[config.mk]
export PLATFORM = sky130hd
export DESIGN_NAME = prism_cfg_shift_ctrl
export DESIGN_NICKNAME = d
export VERILOG_FILES = /design/src/rtl/prism_cfg_shift_ctrl.sv
export SDC_FILE = /design/constraint.sdc
export NUM_CORES = 1
export LEC_CHECK = 0
export CORE_ASPECT_RATIO = 0.7
export CORE_MARGIN = 2
export CORE_UTILIZATION = 40
export CTS_CLUSTER_DIAMETER = 100
export DETAILED_ROUTE_END_ITERATION = 8
export PLACE_DENSITY_LB_ADDON = 0.12
export RECOVER_POWER = 25
export SYNTH_ARGS = -nofsm -noshare
export SYNTH_HDL_FRONTEND = slang
export SYNTH_SLANG_ARGS = --single-unit
[constraint.sdc]
create_clock -name clk -period 1.9 [get_ports clk]
set_input_delay 0.38 -clock clk [delete_from_list [all_inputs] [get_ports clk]]
set_output_delay 0.38 -clock clk [all_outputs]
set_load 0.1 [all_outputs]
[src/rtl/prism_cfg_shift_ctrl.sv]
// PRISM config-chain write sequencer: stages two bus writes into one word, then
// sweeps non-overlapping one-hot latch enables from the tail stage to the head stage.
module prism_cfg_shift_ctrl #(
  parameter int WIDTH      = 48,
  parameter int DEPTH      = 8,
  parameter int EN_CYCLES  = 1,
  parameter int GAP_CYCLES = 1
) (
  input  logic             clk,
  input  logic             rst_n,
  input  logic             write_req,
  input  logic [5:0]       address,
  input  logic [31:0]      data_in,
  input  logic             clear_err,
  output logic [WIDTH-1:0] config_data,
  output logic [DEPTH-1:0] latch_en,
  output logic             busy,
  output logic             overrun_err,
  output logic [7:0]       load_count
);

  localparam int HI_W  = WIDTH - 32;
  localparam int IDX_W = (DEPTH > 1) ? $clog2(DEPTH) : 1;
  localparam int CMAX  = (EN_CYCLES > GAP_CYCLES) ? EN_CYCLES : GAP_CYCLES;
  localparam int CNT_W = (CMAX > 1) ? $clog2(CMAX) : 1;

  localparam logic [5:0] ADDR_LO = 6'h08;
  localparam logic [5:0] ADDR_HI = 6'h0C;

  typedef enum logic [1:0] {IDLE, EN, GAP} state_t;

  state_t           state_q, state_d;
  logic [IDX_W-1:0] idx_q, idx_d;
  logic [CNT_W-1:0] cnt_q, cnt_d;
  logic [31:0]      lo_q, lo_d;
  logic [HI_W-1:0]  hi_q, hi_d;
  logic [DEPTH-1:0] latch_en_q, latch_en_d;
  logic             busy_q, busy_d;
  logic             ovr_q, ovr_d;
  logic [7:0]       load_q, load_d;

  always_comb begin
    state_d    = state_q;
    idx_d      = idx_q;
    cnt_d      = cnt_q;
    lo_d       = lo_q;
    hi_d       = hi_q;
    latch_en_d = latch_en_q;
    busy_d     = busy_q;
    ovr_d      = ovr_q;
    load_d     = load_q;

    // A write during a sweep must not disturb the word being shifted; flag it instead.
    if (write_req && busy_q)  ovr_d = 1'b1;
    else if (clear_err)       ovr_d = 1'b0;

    case (state_q)
      IDLE: begin
        if (write_req && address == ADDR_LO) begin
          lo_d = data_in;
        end else if (write_req && address == ADDR_HI) begin
          hi_d                = data_in[HI_W-1:0];
          state_d             = EN;
          idx_d               = IDX_W'(DEPTH - 1);
          cnt_d               = '0;
          busy_d              = 1'b1;
          latch_en_d          = '0;
          latch_en_d[DEPTH-1] = 1'b1;
        end
      end
      EN: begin
        if (cnt_q == CNT_W'(EN_CYCLES - 1)) begin
          state_d    = GAP;
          cnt_d      = '0;
          latch_en_d = '0;
        end else begin
          cnt_d = cnt_q + 1'b1;
        end
      end
      GAP: begin
        if (cnt_q == CNT_W'(GAP_CYCLES - 1)) begin
          cnt_d = '0;
          if (idx_q != '0) begin
            idx_d                    = idx_q - 1'b1;
            state_d                  = EN;
            latch_en_d               = '0;
            latch_en_d[idx_q - 1'b1] = 1'b1;
          end else begin
            state_d = IDLE;
            busy_d  = 1'b0;
            if (load_q != 8'hFF) load_d = load_q + 8'd1;
          end
        end else begin
          cnt_d = cnt_q + 1'b1;
        end
      end
      default: begin
        state_d    = IDLE;
        busy_d     = 1'b0;
        latch_en_d = '0;
      end
    endcase
  end

  always_ff @(posedge clk) begin
    if (!rst_n) begin
      state_q    <= IDLE;
      idx_q      <= IDX_W'(DEPTH - 1);
      cnt_q      <= '0;
      lo_q       <= '0;
      hi_q       <= '0;
      latch_en_q <= '0;
      busy_q     <= 1'b0;
      ovr_q      <= 1'b0;
      load_q     <= '0;
    end else begin
      state_q    <= state_d;
      idx_q      <= idx_d;
      cnt_q      <= cnt_d;
      lo_q       <= lo_d;
      hi_q       <= hi_d;
      latch_en_q <= latch_en_d;
      busy_q     <= busy_d;
      ovr_q      <= ovr_d;
      load_q     <= load_d;
    end
  end

  assign config_data = {hi_q, lo_q};
  assign latch_en    = latch_en_q;
  assign busy        = busy_q;
  assign overrun_err = ovr_q;
  assign load_count  = load_q;

endmodule

==> impl_results.md, run 1 <==
- CTS sink count: 71
- Simple-gate share of the synthesized area: 22.5%
- Vias in the first global route: 2406
- Largest cells by area after synthesis: dfxtp_1, nand2_1, a21oi_1
- CTS resizes: 0
- Min Clock Period, post-route: 1.72 ns
- DRT Wirelength: 7.17 mm
- Crit path kind: reg -> reg
- Mapped Area: 2850 sq um
- Final max-slew violation count: 0
- First-pass GRT wire length: 12.0 mm
- Synth cell types: 41
- CTS Hold Bufs: 0
- Multi-input gate area: 1310 sq um
- RSZ-0062 raised after global routing: false
- # nets final: 476
- Gr ovfl total: 0
- Total track usage: 19.1%
- Share of the synthesized area in the top cell type: 49.8%
- DRT antenna net count: 0
- PD cells: 744 nW/um^2
- Share of flip-flops with an asynchronous set or reset after synthesis: 0%
- Compound-Gate Fraction of Synth Area: 12.9%
- Buffers added on ports: 107
- DR pass1 iterations: 4
- Setup Skew: 0.00906 ns
- Peak supply drop: 0.421 mV
- Clock Root Buffer: clkbuf_8
- Register bit total from synthesis: 71
- Data required, critical path: 2.16 ns
- Final cell count without fillers: 530
- Outcome: completed
- Mux contribution to synthesized area: 6.31%
- Post-synthesis sequential area ratio: 49.8%
- Rel. slew slack: 45.2%
- CP Data Arrival Time: 1.98 ns
- Avg Cell Area, Syn: 8.84 sq um
- Clk_lat worst skew: 0.33 ns
- Xor and xnor area share after synthesis: 2.41%
- Site Rows: 25
- Largest family of logic cells by synthesized area: simple AND/OR/NAND/NOR gates
- TNS Setup: 0 ns
- Final hold vios: 0
- Setup Fix Bufs, Post-CTS: 0
- Adder-cell share of the synthesized area: 1.32%
- Via density per instance: 4.77
- Layout cells sized above 1: 24.3%
- Clk slew on worst S/H paths: 0.08 ns
- Register area: 1430 sq um
- CTS tree: yes
- I/O Pins: 108
- CTS max path bufs: 2
- Via total after detailed routing: 2528
- Syn Inst Count: 323
- Max Clk Rate: 583 MHz
- Synth area leader: dfxtp_1
- H-Tree Depth: 3
- CP Capture Type: register
- Fin crit share: 90.3%
- Die Y: 74.7 um
- Num CTS Buffers: 9
- Worst Path Max Fanout: 5
- Endpoints failing setup: 0
- DRC: 0
- Area Growth Syn to Fin: 43.7%
- Initial Utilization: 41.9%
- Largest net degree at the start of global routing: 39
- Yosys Warn Count: 0
- Ant. Diodes: 0
- Initial drt markers: 77
- Max-capacitance violation count: 0
- GP Congestion: 0.820
- Post-synth EDFFs: 0
- P_leak: 1.73 nW
- Min-delay worst type: reg -> reg
- DP HPWL: 5.03 mm
- Cells after DPL: 514
- Full die area: 7840 sq um
- Top_reg_cell synth: dfxtp_1
- Nature of the critical path startpoint: register
- Per-cell routed wire length: 13.5 um
- Syn nets: 368
- Worst-margin pin slew: 0.822 ns
- # fillers: 664
- Core area: 6820 sq um
- Initial antenna violation count: 0
- Chip width: 105 um
==> cell families (layout without fill, tap and decap cells) <==
kind of cell | after synthesis | after routing
and+or+nand+nor | 137 | 137
DFF | 71 | 71
muxes | 18 | 18
xor gates and xnor gates | 7 | 7
adders and majority gates | 3 | 3
buffers and inverters | 26 | 139
AOI/OAI and AO/OA | 61 | 61
==> worst paths after layout <==
path                            startpoint     endpoint  slack [ns]  depth (start not counted)
worst max-delay path              idx_q[0]  latch_en[7]        0.18                          6
worst min-delay path              lo_q[11]     lo_q[11]        0.45                          2
worst max register to register    idx_q[0]  latch_en[7]        0.18                          6
worst min register to register    lo_q[11]     lo_q[11]        0.45                          2
==> synthesized netlist by cell type, drive strengths merged, types with 4 or more instances <==
master,n
a21oi,45
dfxtp,71
nand3,12
xor2,6
nand2,75
buf,11
mux2i,18
inv,4
nor2,24
clkbuf,11
==> registers in the layout, summed over array words and instances, names as in the netlist <==
name,cells
lo_q,32
hi_q,16
latch_en,8
load_count,8
idx_q,3
state_q,2
busy,1
overrun_err,1
==> per-stage QoR <==
stage / worst slack [ns] / util [%] / hold slack (ns) / power [mW] / cell area [sq um]
after global placement: -0.0649 / 58.0 / 0.442 / 1.72 / 3960
after floorplan: 0.000276 / - / 0.467 / 1.60 / 2860
after global routing: 0.0480 / 60.1 / 0.473 / 3.16 / 4100
after detailed placement: -0.0864 / 58.0 / 0.447 / 1.72 / 3960
final: 0.185 / 60.1 / 0.454 / 3.05 / 4100
after CTS: 0.107 / 61.4 / 0.457 / 3.09 / 4190
==> critical path: stages, from the launching register on <==
cell and delay (ns):
dfxtp_2 0.37, inv_1 0.08, ha_1 0.26, xnor2_2 0.19, or3_1 0.33, a221o_1 0.31, a21oi_2 0.12
==> cells in the final DEF, fill, tap and decap left out, types with 5 or more instances in the layout <==
| master | Yosys | final |
|---|---|---|
| nor2_1 | 24 | 24 |
| buf_12 | 0 | 7 |
| mux2i_1 | 18 | 18 |
| clkdlybuf4s50_1 | 0 | 41 |
| nand3_1 | 12 | 12 |
| buf_4 | 5 | 40 |
| a21oi_1 | 43 | 43 |
| dfxtp_2 | 0 | 5 |
| dfxtp_1 | 71 | 66 |
| clkbuf_2 | 0 | 30 |
| clkbuf_8 | 0 | 10 |
| xor2_1 | 6 | 6 |
| nand2_1 | 74 | 74 |
==> final cells by class <==
cell class,count,share of cell area [%]
timing repair buffer,119,24.5
clock buffer,10,3.36
clock inverter,6,2.26
tap,94,2.87
inverter,4,0.366
multi-input combinational,226,31.8
sequential,71,34.8
==> metal layers <==
layer | global-route usage [%] | part of all wire [%] | vias to the layer above
met1 | 26.4 | 49 | 1133
met4 | 5.48 | 0.60 | 0
met5 | 0 | 0 | -
met2 | 28.5 | 43 | 79
met3 | 6.75 | 7.4 | 5
li1 | - | - | 1311
==> power breakdown <==
group / total [mW] / switching, mW / internal, mW
Combinational: 0.188 / 0.0922 / 0.0955
Clock: 1.37 / 0.587 / 0.782
Sequential: 1.49 / 0.00302 / 1.49
Total: 3.05 / 0.682 / 2.37
(Power assumes the default switching activity.)
==> run 2, diff against run 1 <==
- CORE_UTILIZATION: 40 -> 30
- REMOVE_ABC_BUFFERS: default -> 1
==> impl_results.md, run 2 (synthesis results as in run 1) <==
- Die Y: 85.6 um (was 74.7 um)
- Via density per instance: 4.61 (was 4.77)
- Setup Fix Bufs, Post-CTS: 0 (unchanged)
- Ant. Diodes: 0 (unchanged)
- P_leak: 1.75 nW (was 1.73 nW)
- Min Clock Period, post-route: 1.77 ns (was 1.72 ns)
- Worst-margin pin slew: 0.654 ns (was 0.822 ns)
- Cells after DPL: 544 (was 514)
- Area Growth Syn to Fin: 47.1% (was 43.7%)
- Per-cell routed wire length: 13.4 um (was 13.5 um)
- CTS max path bufs: 2 (unchanged)
- Top flop regs: lo_q (32), hi_q (16) (unchanged)
- Layout cells sized above 1: 23.2% (was 24.3%)
- DP Worst Slack: -0.136 ns (was -0.0864 ns)
- Via total after detailed routing: 2580 (was 2528)
- Site Rows: 29 (was 25)
- Clk slew on worst S/H paths: 0.06 ns (was 0.08 ns)
- Commonest cells after routing, fill and taps aside: nand2_1, dfxtp_1, a21oi_1 (unchanged)
- Total track usage: 15.0% (was 19.1%)
- Fin crit share: 93.3% (was 90.3%)
- DP HPWL: 5.10 mm (was 5.03 mm)
- CTS tree: yes (unchanged)
- Initial drt markers: 127 (was 77)
- Clk_lat worst skew: 0.33 ns (about the same)
- Full die area: 10300 sq um (was 7840 sq um)
- # fillers: 942 (was 664)
- Initial Utilization: 31.2% (was 41.9%)
- Nature of the critical path startpoint: register (unchanged)
- Max-capacitance violation count: 0 (unchanged)
- Data required, critical path: 2.17 ns (was 2.16 ns)
- # nets final: 476 (unchanged)
- CTS sink count: 71 (unchanged)
- Finished Core Util: 45.9% (was 60.1%)
- Crit path kind: reg -> reg (unchanged)
- Final cell count without fillers: 560 (was 530)
- Chip width: 121 um (was 105 um)
- Worst setup margin: 0.127 ns (was 0.185 ns)
- DRC: 0 (unchanged)
- Max reg flops: 32 (unchanged)
- GP Congestion: 0.755 (was 0.820)
- CTS resizes: 0 (unchanged)
- H-Tree Depth: 3 (unchanged)
- CP Data Arrival Time: 2.04 ns (was 1.98 ns)
- RSZ-0062 raised after global routing: false (unchanged)
- Gr ovfl total: 0 (unchanged)
- Buffers added on ports: 107 (unchanged)
- I/O Pins: 108 (unchanged)
- Peak supply drop: 0.560 mV (was 0.421 mV)
- Register area: 1420 sq um (was 1430 sq um)
- DRT antenna net count: 0 (unchanged)
- Endpoints failing setup: 0 (unchanged)
- Worst Path Max Fanout: 5 (unchanged)
- Multi-input gate area: 1300 sq um (was 1310 sq um)
- First-pass GRT wire length: 12.3 mm (was 12.0 mm)
- Largest net degree at the start of global routing: 58 (was 39)
- DR pass1 iterations: 4 (unchanged)
- Final hold vios: 0 (unchanged)
- Initial antenna violation count: 0 (unchanged)
- Vias in the first global route: 2508 (was 2406)
- Num CTS Buffers: 9 (unchanged)
- Most common cell after layout, fill and taps aside: nand2_1 (unchanged)
- Core area: 9140 sq um (was 6820 sq um)
- Min-delay worst type: reg -> reg (unchanged)
- Setup Skew: 0.00546 ns (was 0.00906 ns)
- Rel. slew slack: 56.4% (was 45.2%)
- Top reg by flops: lo_q (unchanged)
- Clock Root Buffer: clkbuf_16 (was clkbuf_8)
- CP Capture Type: register (unchanged)
- PD cells: 777 nW/um^2 (was 744 nW/um^2)
- Final max-slew violation count: 0 (unchanged)
- CTS Hold Bufs: 0 (unchanged)
- Outcome: completed (unchanged)
- Max Clk Rate: 564 MHz (was 583 MHz)
- DRT Wirelength: 7.49 mm (was 7.17 mm)
## run 2: through the flow
stage               power, mW  setup TNS [ns]  hold slack [ns]  area (sq um)
finish                   3.26               0            0.452          4200
global route             3.40               0            0.472          4200
CTS                      3.32               0            0.455          4350
detailed placement       1.72           -4.83            0.448          4060
global placement         1.72           -4.34            0.443          4060
floorplan                1.60           -3.99            0.467          2730
## run 2: final timing paths
check             startpoint     endpoint  slack (ns)  cells after the start
setup / recovery    idx_q[0]  latch_en[7]        0.13                      6
hold / removal       lo_q[3]      lo_q[3]        0.45                      2
setup reg to reg    idx_q[0]  latch_en[7]        0.13                      6
hold reg to reg      lo_q[3]      lo_q[3]        0.45                      2
## run 2: layout make-up
type	instances	share of cell area [%]
tap	124	3.69
clock inverter	5	0.775
sequential	71	33.8
clock buffer	11	6.02
multi-input combinational	226	30.9
inverter	4	0.358
timing repair buffer	119	24.4
## run 2: per-layer routing
layer,routed length [um],GRT usage (%)
met3,552,6.12
met1,3610,19.7
met5,0,0
met2,3210,22.0
met4,113,5.71
## run 2: critical path, cell delays in order, from the launching register on
cell     delay, ns
dfxtp_1       0.41
inv_1         0.11
ha_1          0.27
xnor2_2       0.18
or3_1         0.32
a221o_1       0.31
a21oi_2       0.13
## run 2: power breakdown
part	internal (mW)	switching [mW]	leakage, nW
clock network	0.949	0.630	0.134
registers	1.49	0.00302	0.572
logic	0.0954	0.0917	1.05
